--- src/rtl/multicycle_control_if.sv ---
// Instruction/data memory handshake between the sequencer (master) and memory (slave).
interface multicycle_control_if #(
   parameter int NBITS = 8
);
   logic [NBITS-1:0] IAddr;
   logic             IReq;
   logic             IReady;
   logic [31:0]      Instr;
   logic             MemRead;
   logic             MemWrite;
   logic             MemReady;

   modport master (
      output IAddr, IReq, MemRead, MemWrite,
      input  IReady, Instr, MemReady
   );

   modport slave (
      input  IAddr, IReq, MemRead, MemWrite,
      output IReady, Instr, MemReady
   );
endinterface

--- src/rtl/multicycle_control.sv ---
// Multi-cycle FETCH/DECODE/EXEC/MEM/WB sequencer for the 8-bit RISC-V teaching core.
// Owns the PC and IR; all control outputs are Moore-decoded from state and IR.
module multicycle_control #(
   parameter int NBITS      = 8,
   parameter int NREGS      = 32,
   parameter int WIDTH_ALUF = 4,
   localparam int RW        = $clog2(NREGS)
) (
   input  logic                  clock,
   input  logic                  reset,
   multicycle_control_if.master  bus,
   output logic [RW-1:0]         RS1,
   output logic [RW-1:0]         RS2,
   output logic [RW-1:0]         RD,
   output logic [NBITS-1:0]      IMM,
   output logic [WIDTH_ALUF-1:0] ALUControl,
   output logic                  ALUSrc,
   output logic                  MemtoReg,
   output logic                  RegWrite,
   output logic                  link,
   output logic [NBITS-1:0]      pclink,
   input  logic [NBITS-1:0]      PCReg,
   output logic                  Illegal,
   output logic [2:0]            State
);

   typedef enum logic [2:0] {
      FETCH  = 3'd0,
      DECODE = 3'd1,
      EXEC   = 3'd2,
      MEM    = 3'd3,
      WB     = 3'd4,
      HALT   = 3'd5
   } stateType;

   typedef enum logic [3:0] {
      OP_ADDI, OP_SRLI, OP_ADD, OP_SRL, OP_LW, OP_SW, OP_JAL, OP_JALR, OP_BAD
   } opType;

   localparam logic [WIDTH_ALUF-1:0] ALU_ADD = WIDTH_ALUF'(4'b0000);
   localparam logic [WIDTH_ALUF-1:0] ALU_SRL = WIDTH_ALUF'(4'b0101);

   stateType         state;
   opType            op;
   logic [31:0]      ir;
   logic [NBITS-1:0] pc;
   logic             illegalFlag;
   logic             running;
   logic [31:0]      immFull;
   logic [31-NBITS:0] unusedImm;

   // Classify the latched instruction; anything outside the supported subset is OP_BAD.
   always_comb begin
      op = OP_BAD;
      case (ir[6:0])
         7'b0010011: begin
            if (ir[14:12] == 3'b000)
               op = OP_ADDI;
            else if (ir[14:12] == 3'b101 && ir[31:25] == 7'b0)
               op = OP_SRLI;
         end
         7'b0110011: begin
            if (ir[31:25] == 7'b0 && ir[14:12] == 3'b000)
               op = OP_ADD;
            else if (ir[31:25] == 7'b0 && ir[14:12] == 3'b101)
               op = OP_SRL;
         end
         7'b0000011: if (ir[14:12] == 3'b010) op = OP_LW;
         7'b0100011: if (ir[14:12] == 3'b010) op = OP_SW;
         7'b1101111: op = OP_JAL;
         7'b1100111: if (ir[14:12] == 3'b000) op = OP_JALR;
         default:    op = OP_BAD;
      endcase
   end

   // Immediate is built full width and then truncated to the datapath width.
   always_comb begin
      immFull = 32'b0;
      case (op)
         OP_ADDI, OP_LW, OP_JALR: immFull = {{20{ir[31]}}, ir[31:20]};
         OP_SRLI:                 immFull = {27'b0, ir[24:20]};
         OP_SW:                   immFull = {{20{ir[31]}}, ir[31:25], ir[11:7]};
         OP_JAL:                  immFull = {{11{ir[31]}}, ir[31], ir[19:12], ir[20], ir[30:21], 1'b0};
         default:                 immFull = 32'b0;
      endcase
   end

   assign IMM       = immFull[NBITS-1:0];
   assign unusedImm = immFull[31:NBITS];
   assign RS1       = ir[15 +: RW];
   assign RS2       = ir[20 +: RW];
   assign RD        = ir[7 +: RW];
   assign bus.IAddr = pc;
   assign pclink    = pc + NBITS'(4);
   assign Illegal   = illegalFlag;
   assign State     = state;

   // Moore control decode; running keeps IReq low until the first edge after reset release.
   always_comb begin
      bus.IReq     = 1'b0;
      bus.MemRead  = 1'b0;
      bus.MemWrite = 1'b0;
      ALUControl   = ALU_ADD;
      ALUSrc       = 1'b0;
      MemtoReg     = 1'b0;
      RegWrite     = 1'b0;
      link         = 1'b0;
      case (state)
         FETCH: bus.IReq = running;
         EXEC: begin
            case (op)
               OP_ADDI: begin RegWrite = 1'b1; ALUSrc = 1'b1; end
               OP_SRLI: begin RegWrite = 1'b1; ALUSrc = 1'b1; ALUControl = ALU_SRL; end
               OP_ADD:  RegWrite = 1'b1;
               OP_SRL:  begin RegWrite = 1'b1; ALUControl = ALU_SRL; end
               OP_LW, OP_SW: ALUSrc = 1'b1;
               OP_JAL, OP_JALR: begin link = 1'b1; RegWrite = 1'b1; end
               default: ;
            endcase
         end
         MEM: begin
            ALUSrc       = 1'b1;
            bus.MemRead  = (op == OP_LW);
            bus.MemWrite = (op == OP_SW);
         end
         WB: begin
            MemtoReg = 1'b1;
            RegWrite = 1'b1;
            ALUSrc   = 1'b1;
         end
         default: ;
      endcase
   end

   // Sequencer: the PC only moves on the edge that retires an instruction.
   always_ff @(posedge clock) begin
      if (!reset) begin
         state       <= FETCH;
         pc          <= '0;
         ir          <= '0;
         illegalFlag <= 1'b0;
         running     <= 1'b0;
      end else begin
         running <= 1'b1;
         case (state)
            FETCH: begin
               if (running && bus.IReady) begin
                  ir    <= bus.Instr;
                  state <= DECODE;
               end
            end
            DECODE: begin
               if (op == OP_BAD) begin
                  illegalFlag <= 1'b1;
                  state       <= HALT;
               end else begin
                  state <= EXEC;
               end
            end
            EXEC: begin
               case (op)
                  OP_LW, OP_SW: state <= MEM;
                  OP_JAL: begin
                     pc    <= pc + IMM;
                     state <= FETCH;
                  end
                  OP_JALR: begin
                     pc    <= (PCReg + IMM) & ~NBITS'(1);
                     state <= FETCH;
                  end
                  default: begin
                     pc    <= pc + NBITS'(4);
                     state <= FETCH;
                  end
               endcase
            end
            MEM: begin
               if (bus.MemReady) begin
                  if (op == OP_SW) begin
                     pc    <= pc + NBITS'(4);
                     state <= FETCH;
                  end else begin
                     state <= WB;
                  end
               end
            end
            WB: begin
               pc    <= pc + NBITS'(4);
               state <= FETCH;
            end
            HALT:    state <= HALT;
            default: state <= FETCH;
         endcase
      end
   end

endmodule

--- src/flat_wrapper.sv ---
// flat-port wrapper written by rule: the top's interface ports become plain ports
module multicycle_control_flat 
#(
   parameter int NBITS      = 8,
   parameter int NREGS      = 32,
   parameter int WIDTH_ALUF = 4,
   localparam int RW        = $clog2(NREGS)
)
  (clock, reset, RS1, RS2, RD, IMM, ALUControl, ALUSrc, MemtoReg, RegWrite, link, pclink, PCReg, Illegal, State, bus_IAddr, bus_IReq, bus_MemRead, bus_MemWrite, bus_IReady, bus_Instr, bus_MemReady);
  multicycle_control_if #(.NBITS(NBITS)) bus_i ();
  input  logic clock;
  input  logic reset;
  output logic [RW-1:0] RS1;
  output logic [RW-1:0] RS2;
  output logic [RW-1:0] RD;
  output logic [NBITS-1:0] IMM;
  output logic [WIDTH_ALUF-1:0] ALUControl;
  output logic ALUSrc;
  output logic MemtoReg;
  output logic RegWrite;
  output logic link;
  output logic [NBITS-1:0] pclink;
  input  logic [NBITS-1:0] PCReg;
  output logic Illegal;
  output logic [2:0] State;
  output wire logic [$bits(bus_i.IAddr)-1:0] bus_IAddr;
  output wire logic [$bits(bus_i.IReq)-1:0] bus_IReq;
  output wire logic [$bits(bus_i.MemRead)-1:0] bus_MemRead;
  output wire logic [$bits(bus_i.MemWrite)-1:0] bus_MemWrite;
  input wire logic [$bits(bus_i.IReady)-1:0] bus_IReady;
  input wire logic [$bits(bus_i.Instr)-1:0] bus_Instr;
  input wire logic [$bits(bus_i.MemReady)-1:0] bus_MemReady;
  assign bus_IAddr = bus_i.IAddr;
  assign bus_IReq = bus_i.IReq;
  assign bus_MemRead = bus_i.MemRead;
  assign bus_MemWrite = bus_i.MemWrite;
  assign bus_i.IReady = bus_IReady;
  assign bus_i.Instr = bus_Instr;
  assign bus_i.MemReady = bus_MemReady;
  multicycle_control #(.NBITS(NBITS), .NREGS(NREGS), .WIDTH_ALUF(WIDTH_ALUF)) u_core (.clock(clock), .reset(reset), .bus(bus_i), .RS1(RS1), .RS2(RS2), .RD(RD), .IMM(IMM), .ALUControl(ALUControl), .ALUSrc(ALUSrc), .MemtoReg(MemtoReg), .RegWrite(RegWrite), .link(link), .pclink(pclink), .PCReg(PCReg), .Illegal(Illegal), .State(State));
endmodule
--- config.mk ---
export PLATFORM = sky130hd
export DESIGN_NAME = multicycle_control_flat
export DESIGN_NICKNAME = d
export VERILOG_FILES = /design/src/rtl/multicycle_control_if.sv /design/src/rtl/multicycle_control.sv /design/src/flat_wrapper.sv
export SDC_FILE = /design/constraint.sdc
export NUM_CORES = 1
export LEC_CHECK = 0
export BUFFER_PORTS_ARGS = -buffer_cell sky130_fd_sc_hd__clkbuf_2
export CELL_PAD_IN_SITES_DETAIL_PLACEMENT = 1
export CELL_PAD_IN_SITES_GLOBAL_PLACEMENT = 1
export CORE_UTILIZATION = 40
export CTS_BUF_LIST = sky130_fd_sc_hd__clkbuf_8 sky130_fd_sc_hd__clkbuf_16
export CTS_CLUSTER_SIZE = 16
export DETAILED_ROUTE_END_ITERATION = 16
export PLACE_DENSITY = 0.95
export SLEW_MARGIN = 20
export SYNTH_ARGS = -nofsm -noshare
export SYNTH_HDL_FRONTEND = slang
export SYNTH_SLANG_ARGS = --single-unit
--- constraint.sdc ---
create_clock -name clock -period 10.1 [get_ports clock]
set_input_delay 1.01 -clock clock [delete_from_list [all_inputs] [get_ports clock]]
set_output_delay 1.01 -clock clock [all_outputs]
set_load 0.005 [all_outputs]
# Yosys cells after proc, flatten, opt, wreduce, memory -nomap -nowiden
# Cells that the tools add are included.
dict set report totals {
  register_bits 45
  latchBits 0
  ram_bits 0
  rom_bits 0
  input_bits 44
  out_inout_bits 54
  word_cells 84
  mem_count 0
}
dict set report classes {
  n_addsub 3
  mul 0
  div 0
  order_cmp 0
  n_eq_ne 25
  shift 0
  mux 32
  bitwise 0
  reduce_logical 19
}
# op n
set op_table {}
lappend op_table {{8-bit one-hot mux with 3 select lines} 2}
lappend op_table {{4-bit 2-to-1 mux} 8}
lappend op_table {{8-bit one-hot mux with 4 select lines} 1}
lappend op_table {{4-bit one-hot mux with 6 select lines} 1}
lappend op_table {{8-bit adder} 2}
lappend op_table {{4-bit by 3-bit == test with 1-bit output, second input constant} 4}
lappend op_table {{8-bit 2-to-1 mux} 2}
lappend op_table {{3-bit 2-to-1 mux} 5}
lappend op_table {{3-bit one-hot mux with 5 select lines} 1}
lappend op_table {{7-bit by 6-bit == test with 1-bit output, second input constant} 2}
lappend op_table {{7-bit == test, second input constant} 2}
lappend op_table {{3-bit by 2-bit == test with 1-bit output, second input constant} 3}
lappend op_table {{3-bit == test, second input constant} 3}
lappend op_table {{1-bit 2-to-1 mux} 9}
lappend op_table {{8-bit by 3-bit adder with 8-bit output, second input constant} 1}
lappend op_table {{4-bit by 2-bit == test with 1-bit output, second input constant} 2}
lappend op_table {{2-bit OR reduction} 4}
lappend op_table {{7-bit by 2-bit == test with 1-bit output, second input constant} 1}
lappend op_table {{7-bit by 5-bit == test with 1-bit output, second input constant} 1}
lappend op_table {{7-bit logical NOT} 1}
lappend op_table {{3-bit logical NOT} 2}
lappend op_table {{2-bit AND reduction} 3}
lappend op_table {{6-bit OR reduction} 1}
lappend op_table {{4-bit by 1-bit == test with 1-bit output, second input constant} 1}
lappend op_table {{12 further kinds} 17}

# Longest topological paths before layout
dict set report logic_depth {
  depth_word 11
  depth_mapped 17
}

# Worst setup path after synthesis
# Ideal clock, no wire load.
dict set report synth_path {
  path_type {register -> register}
  from {register u_core.ir[3]}
  to {register u_core.pc[6] (netlist: u_core.bus.IAddr[6])}
  setup_time_ns 0.115
  arrival_time_ns 3.571
  required_ns 9.985
  slack_ns 6.414
  path_stages_with_launch 16
  path_buffers 0
  synth_period_minus_slack_ns 3.686
  cell_sequence {dfxtp_1 nor3_2 nand4_2 or4_4 nand2_1 o21ai_0 a22o_1 fa_1 a21o_1 a21o_1 a21o_1 a21oi_1 xor2_1 o221ai_1 o211a_1 o21a_1}
}
dict set report synth_between {
  elab_chain_len 8
  word_cells_on_any_way 23
  classes_between {add/sub: 2; eq/ne: 13; mux: 4; reduce/logical: 4}
}
# item line
set synth_lines {}
lappend synth_lines {{start: declaration} multicycle_control.sv:45} ;# logic [31:0] ir;
lappend synth_lines {{start signal: assignment} multicycle_control.sv:148} ;# ir <= bus.Instr;
lappend synth_lines {{7-bit == test (tied with other cells)} multicycle_control.sv:55} ;# case (ir[6:0])
lappend synth_lines {{4-bit one-hot mux with 6 select lines *} multicycle_control.sv:55}
lappend synth_lines {{4-bit by 3-bit == test with 1-bit output or 4-bit logical NOT (tied branches)} multicycle_control.sv:79} ;# case (op)
lappend synth_lines {{3-bit OR reduction} multicycle_control.sv:79}
lappend synth_lines {{8-bit one-hot mux with 4 select lines *} multicycle_control.sv:79}
lappend synth_lines {{named net IMM[1]} flat_wrapper.sv:16} ;# output logic [NBITS-1:0] IMM;
lappend synth_lines {{8-bit adder (on tied branches)} {multicycle_control.sv:168, multicycle_control.sv:164}}
lappend synth_lines {{8-bit one-hot mux with 3 select lines *} multicycle_control.sv:161} ;# case (op)
lappend synth_lines {{8-bit one-hot mux with 3 select lines *} multicycle_control.sv:145} ;# case (state)
lappend synth_lines {{end signal: assignment} multicycle_control.sv:164} ;# pc <= pc + IMM;
lappend synth_lines {{end signal: assignment} multicycle_control.sv:168} ;# pc <= (PCReg + IMM) & ~NBITS'(1);
lappend synth_lines {{end signal: assignment} multicycle_control.sv:172} ;# pc <= pc + NBITS'(4);
lappend synth_lines {{end: declaration} multicycle_control.sv:46} ;# logic [NBITS-1:0] pc;
# The timed path passes the listed nets; every way through them passes the cells marked *.
# A chain may end at the register's enable or synchronous reset.

# Worst setup path after layout
dict set report layout_path {
  from {register u_core.ir[14]}
  to {register u_core.pc[7] (netlist: u_core.bus.IAddr[7])}
}
dict set report layout_between {
  elab_chain_len 11
  word_cells_on_any_way 29
  classes_between {add/sub: 2; eq/ne: 9; mux: 11; reduce/logical: 7}
}
# item line
set layout_lines {}
lappend layout_lines {{3-bit == test} {multicycle_control.sv:59, multicycle_control.sv:65}}
lappend layout_lines {{1-bit logical AND} {multicycle_control.sv:59, multicycle_control.sv:65}}
lappend layout_lines {{4-bit 2-to-1 mux (on tied branches)} {multicycle_control.sv:65, multicycle_control.sv:59}}
lappend layout_lines {{4-bit 2-to-1 mux (on tied branches)} {multicycle_control.sv:63, multicycle_control.sv:57}}
lappend layout_lines {{4-bit one-hot mux with 6 select lines *} multicycle_control.sv:55}
lappend layout_lines {{4-bit by 3-bit == test with 1-bit output or 4-bit logical NOT (tied branches)} {multicycle_control.sv:79, multicycle_control.sv:161}}
lappend layout_lines {{3-bit OR reduction} multicycle_control.sv:79}
lappend layout_lines {{8-bit one-hot mux with 4 select lines} multicycle_control.sv:79}
lappend layout_lines {{8-bit adder (on tied branches)} {multicycle_control.sv:168, multicycle_control.sv:164}}
lappend layout_lines {{8-bit one-hot mux with 3 select lines} multicycle_control.sv:161}
lappend layout_lines {{8-bit one-hot mux with 3 select lines} multicycle_control.sv:145}
# Mark *: on every way between the ends. The rest lies on a longest branch, timed or not.

==> results.txt <==
----------------------------------------------------
[Worst setup path]
  Ordered cell list for the critical path ... nor3_1 -> o21ai_0 -> nand2_1 -> o21ai_0 -> a22o_1 -> ha_1 -> a21o_1 -> a21o_1 -> a21o_1 -> a21oi_1 -> o21ai_0 -> xnor2_1 -> o221ai_1 -> o221a_1
  Critical path data required time ... 10.32 ns
  Setup crit end kind ... flip-flop
  Stage delay of the slowest cell on the critical path ... 0.76 ns
  Arrival time of the worst setup path ... 4.39 ns
  Slowest-stage cell, CP ... sky130_fd_sc_hd__o21ai_0
  Reg-to-reg slack, setup ... 5.94 ns
  Crit path kind ... flip-flop to flip-flop
  Largest fanout on the critical path ... 8
  CP startpoint kind ... flip-flop

[CTS]
  Clk root buf ... sky130_fd_sc_hd__clkbuf_8
  Htree depth ... 2
  Post-CTS Hold Fix Bufs ... 0
  CTS tree ... yes
  Clock insertion delay at the later pin of the skew report ... 0.32 ns
  Max Root-Sink Buffers ... 2
  Clk sink count ... 45
  Setup Buffers After CTS ... 0
  Resized cells post-CTS ... 0
  Number of buffers inserted during clock tree synthesis ... 5
  Clock slew at the register clock pins of the worst setup and hold paths ... 0.10 ns

[Run]
  Count of maximum capacitance violations ... 0

[Detailed routing]
  Routed length per instance ... 16.80 um
  Drt initial violations ... 110
  Drt pass-1 iters ... 4
  Routed Wire Length ... 9.377 mm
  DR DRC count ... 0
  Vias ... 3093
  Via density per instance ... 5.543
  Count of antenna-violating nets left after detailed routing ... 0

[Timing]
  Final period demand of the worst path ... 4.164 ns
  # setup viols final ... 0
  Actual slew at the worst max-slew pin ... 1.040 ns
  Max Transition Viols Final ... 0
  Hold violation count in the final report ... 0
  Unrepaired setup endpoints after global routing ... no
  Final total negative setup slack ... 0 ns
  FMAX ... 0.2402 GHz
  Final setup skew ... 0.01596 ns
  Slew Limit Headroom ... 0.3048
  Final clock period utilization by the worst path ... 0.4122

[Synth]
  Warning count from the yosys run ... 0
  Cell accounting for the most synthesized area ... sky130_fd_sc_hd__dfxtp_1
  Asr flop ratio synth ... 0
  Cells taking the most area after synthesis ... sky130_fd_sc_hd__dfxtp_1 29%, sky130_fd_sc_hd__nand2_1 9.9%, sky130_fd_sc_hd__a21boi_0 8.1%
  Post-synth top flop ... sky130_fd_sc_hd__dfxtp_1
  Number of distinct standard cells referenced by the synthesized netlist ... 65
  Post-synthesis instance total ... 390
  Share of Yosys cell area claimed by the top area cell type ... 0.2873
  Total standard cell area after synthesis ... 3136 um^2
  Mean instance size in the synthesized netlist ... 8.040 um^2
  Sequential share of the synthesized area ... 0.2873
  Synthesis-stage register bit count ... 45
  Number of flops mapped to enable cells by yosys ... 0

[Global routing]
  Pin count of the biggest net entering global routing ... 45
  Vias in the first global route ... 3124
  Initial antenna violation count ... 0
  Global-route usage over all layers ... 0.2333
  Wire length of the first global-routing pass ... 15.39 mm
  Total global routing overflow ... 0

[Floorplanning]
  Placement Rows ... 31
  Die Span Y ... 90.54 um
  Top-level I/O count ... 98
  Placeable core region ... 7408 um^2
  Area of the die ... 8197 um^2
  Initial Utilization ... 0.4232
  Horiz. Die Dim ... 90.54 um

[Placement]
  Dpl hpwl ... 7.286 mm
  PortBufs ... 95
  Area of placed instances ... 3535 um^2
  Final RePlAce weighted congestion ... 0.8499

[Power]
  PwrDens ... 107.3 nW/um^2
  Maximum resistive drop on vdd ... 57.23 uV
  Static power due to leakage ... 1.699 nW

[Cells and area]
  Design area ... 3652 um^2
  Final net count ... 518
  Filler cell count ... 947
  Share of cells above drive strength 1 ... 0.2702
  Total inserted antenna cells ... 0
  Synth-to-layout area growth ... 16.48%

[Status]
  Result of the run ... finished clean

[Hold path]
  Path type of the worst min-delay path ... flip-flop to flip-flop

----------------------------------------------------
## report_power, final
part	switching, W	internal, W	total [W]
Combinational	0.0000266	0.0000228	0.0000494
Clock	0.0000721	0.0000756	0.000148
Sequential	0.00000993	0.000185	0.000195
Total	0.000109	0.000283	0.000392
## synth_stat cells (2+ instances only)
cell,instances
sky130_fd_sc_hd__o211a_1,2
sky130_fd_sc_hd__o221ai_1,2
sky130_fd_sc_hd__fa_1,2
sky130_fd_sc_hd__nor4b_1,2
sky130_fd_sc_hd__dfxtp_1,45
sky130_fd_sc_hd__nor4_1,3
sky130_fd_sc_hd__clkbuf_1,15
sky130_fd_sc_hd__and2_1,4
sky130_fd_sc_hd__and2b_1,2
sky130_fd_sc_hd__inv_1,8
sky130_fd_sc_hd__nor3_1,4
sky130_fd_sc_hd__ha_1,14
sky130_fd_sc_hd__buf_4,20
sky130_fd_sc_hd__nand2b_1,2
sky130_fd_sc_hd__o211ai_1,3
sky130_fd_sc_hd__nand3_1,13
sky130_fd_sc_hd__and3_1,5
sky130_fd_sc_hd__o21ai_0,13
sky130_fd_sc_hd__mux2_2,2
sky130_fd_sc_hd__xor2_1,9
sky130_fd_sc_hd__xnor2_1,6
sky130_fd_sc_hd__a21boi_0,34
sky130_fd_sc_hd__a22oi_1,6
sky130_fd_sc_hd__a31oi_1,2
sky130_fd_sc_hd__a41oi_1,2
sky130_fd_sc_hd__nand4_1,2
sky130_fd_sc_hd__nand3b_1,2
sky130_fd_sc_hd__nor2b_1,4
sky130_fd_sc_hd__nand2_1,83
sky130_fd_sc_hd__nor2_1,16
sky130_fd_sc_hd__a21oi_1,15
sky130_fd_sc_hd__a22o_1,4
sky130_fd_sc_hd__o21a_1,3
sky130_fd_sc_hd__a21o_1,9
sky130_fd_sc_hd__mux2i_1,2
## critical path: cells and delay by family, from the launching register on
kind	cells	cell delay, ns
AO/OA/AOI/OAI	10	2.90
XOR/XNOR	1	0.19
adder cells (fa/ha/maj)	1	0.29
flip-flops	1	0.42
AND/OR/NAND/NOR	2	0.26
## cells by family after synthesis
kind of cell / count (synthesis) / synth area share
compound gates: 107 / 0.2526
buf+inv: 44 / 0.07701
xor+xnor: 16 / 0.05068
other cells: 1 / 0.001196
simple gates: 157 / 0.2490
flops: 45 / 0.2873
mux: 4 / 0.01357
fa+ha+maj: 16 / 0.06864
## per-stage QoR
stage / hold slack [ns] / std cells / worst slack, ns / power, W / utilization
3_5_place_dp: 0.4559 / 550 / 6.004 / 0.0002484 / 0.4771
3_3_place_gp: 0.4553 / 550 / 6.206 / 0.0002454 / 0.4771
5_1_grt: 0.4918 / 558 / 5.684 / 0.0004085 / 0.4930
4_1_cts: 0.4759 / 558 / 6.003 / 0.0003962 / 0.4928
2_1_floorplan: 0.4438 / 391 / 6.414 / 0.0002288 / -
6_report: 0.4741 / 558 / 5.936 / 0.0003920 / 0.4930
## state kept, by name, summed over array words and instances (netlist names)
name	count
u_core.bus.IAddr	8
u_core.running	1
u_core.Illegal	1
u_core.ir	32
u_core.State	3
## layer usage
metal  GRT usage  part of all wire  routed length (um)
met5           0                 0                   0
met4     0.07124             0.017                 157
met3     0.05135             0.059                 556
met2      0.4198              0.49                4569
met1      0.2734              0.44                4092
## cells in the final DEF, fill, tap and decap left out, types with 2 or more instances in the layout
cell	Yosys	layout
sky130_fd_sc_hd__a21boi_0	34	34
sky130_fd_sc_hd__a21o_1	9	9
sky130_fd_sc_hd__a21oi_1	15	15
sky130_fd_sc_hd__a22o_1	4	4
sky130_fd_sc_hd__a22oi_1	6	6
sky130_fd_sc_hd__a31oi_1	2	2
sky130_fd_sc_hd__a41oi_1	2	2
sky130_fd_sc_hd__and2_1	4	3
sky130_fd_sc_hd__and2b_1	2	2
sky130_fd_sc_hd__and3_1	5	5
sky130_fd_sc_hd__clkbuf_2	0	95
sky130_fd_sc_hd__clkbuf_8	0	5
sky130_fd_sc_hd__conb_1	1	2
sky130_fd_sc_hd__dfxtp_1	45	45
sky130_fd_sc_hd__fa_1	2	2
sky130_fd_sc_hd__ha_1	14	14
sky130_fd_sc_hd__inv_1	8	8
sky130_fd_sc_hd__inv_6	0	2
sky130_fd_sc_hd__mux2_2	2	2
sky130_fd_sc_hd__mux2i_1	2	2
sky130_fd_sc_hd__nand2_1	83	83
sky130_fd_sc_hd__nand2b_1	2	2
sky130_fd_sc_hd__nand3_1	13	13
sky130_fd_sc_hd__nand3b_1	2	2
sky130_fd_sc_hd__nand4_1	2	2
sky130_fd_sc_hd__nor2_1	16	16
sky130_fd_sc_hd__nor2b_1	4	4
sky130_fd_sc_hd__nor3_1	4	4
sky130_fd_sc_hd__nor4_1	3	3
sky130_fd_sc_hd__nor4b_1	2	2
sky130_fd_sc_hd__o211a_1	2	2
sky130_fd_sc_hd__o211ai_1	3	3
sky130_fd_sc_hd__o21a_1	3	3
sky130_fd_sc_hd__o21ai_0	13	13
sky130_fd_sc_hd__o221ai_1	2	2
sky130_fd_sc_hd__xnor2_1	6	6
sky130_fd_sc_hd__xor2_1	9	9
## cell type report
| class | count | area (um^2) | area share |
|---|---|---|---|
| flip-flops and latches | 45 | 900.9 | 0.2467 |
| repair buffers | 96 | 483.0 | 0.1322 |
| clock buffers | 5 | 68.82 | 0.01884 |
| inverters | 8 | 30.03 | 0.008222 |
| well taps | 99 | 123.9 | 0.03392 |
| clock inverters | 3 | 47.55 | 0.01302 |
| multi-input cells | 302 | 1998 | 0.5471 |
## path summary, 6_finish.rpt
kind,start,end,cells past startpoint
worst max-delay path,u_core.ir[14],u_core.bus.IAddr[7],14
worst min-delay path,u_core.Illegal,u_core.Illegal,1
worst max register to register,u_core.ir[14],u_core.bus.IAddr[7],14
worst min register to register,u_core.Illegal,u_core.Illegal,1
No activity file was read; power rests on OpenSTA's default activity.
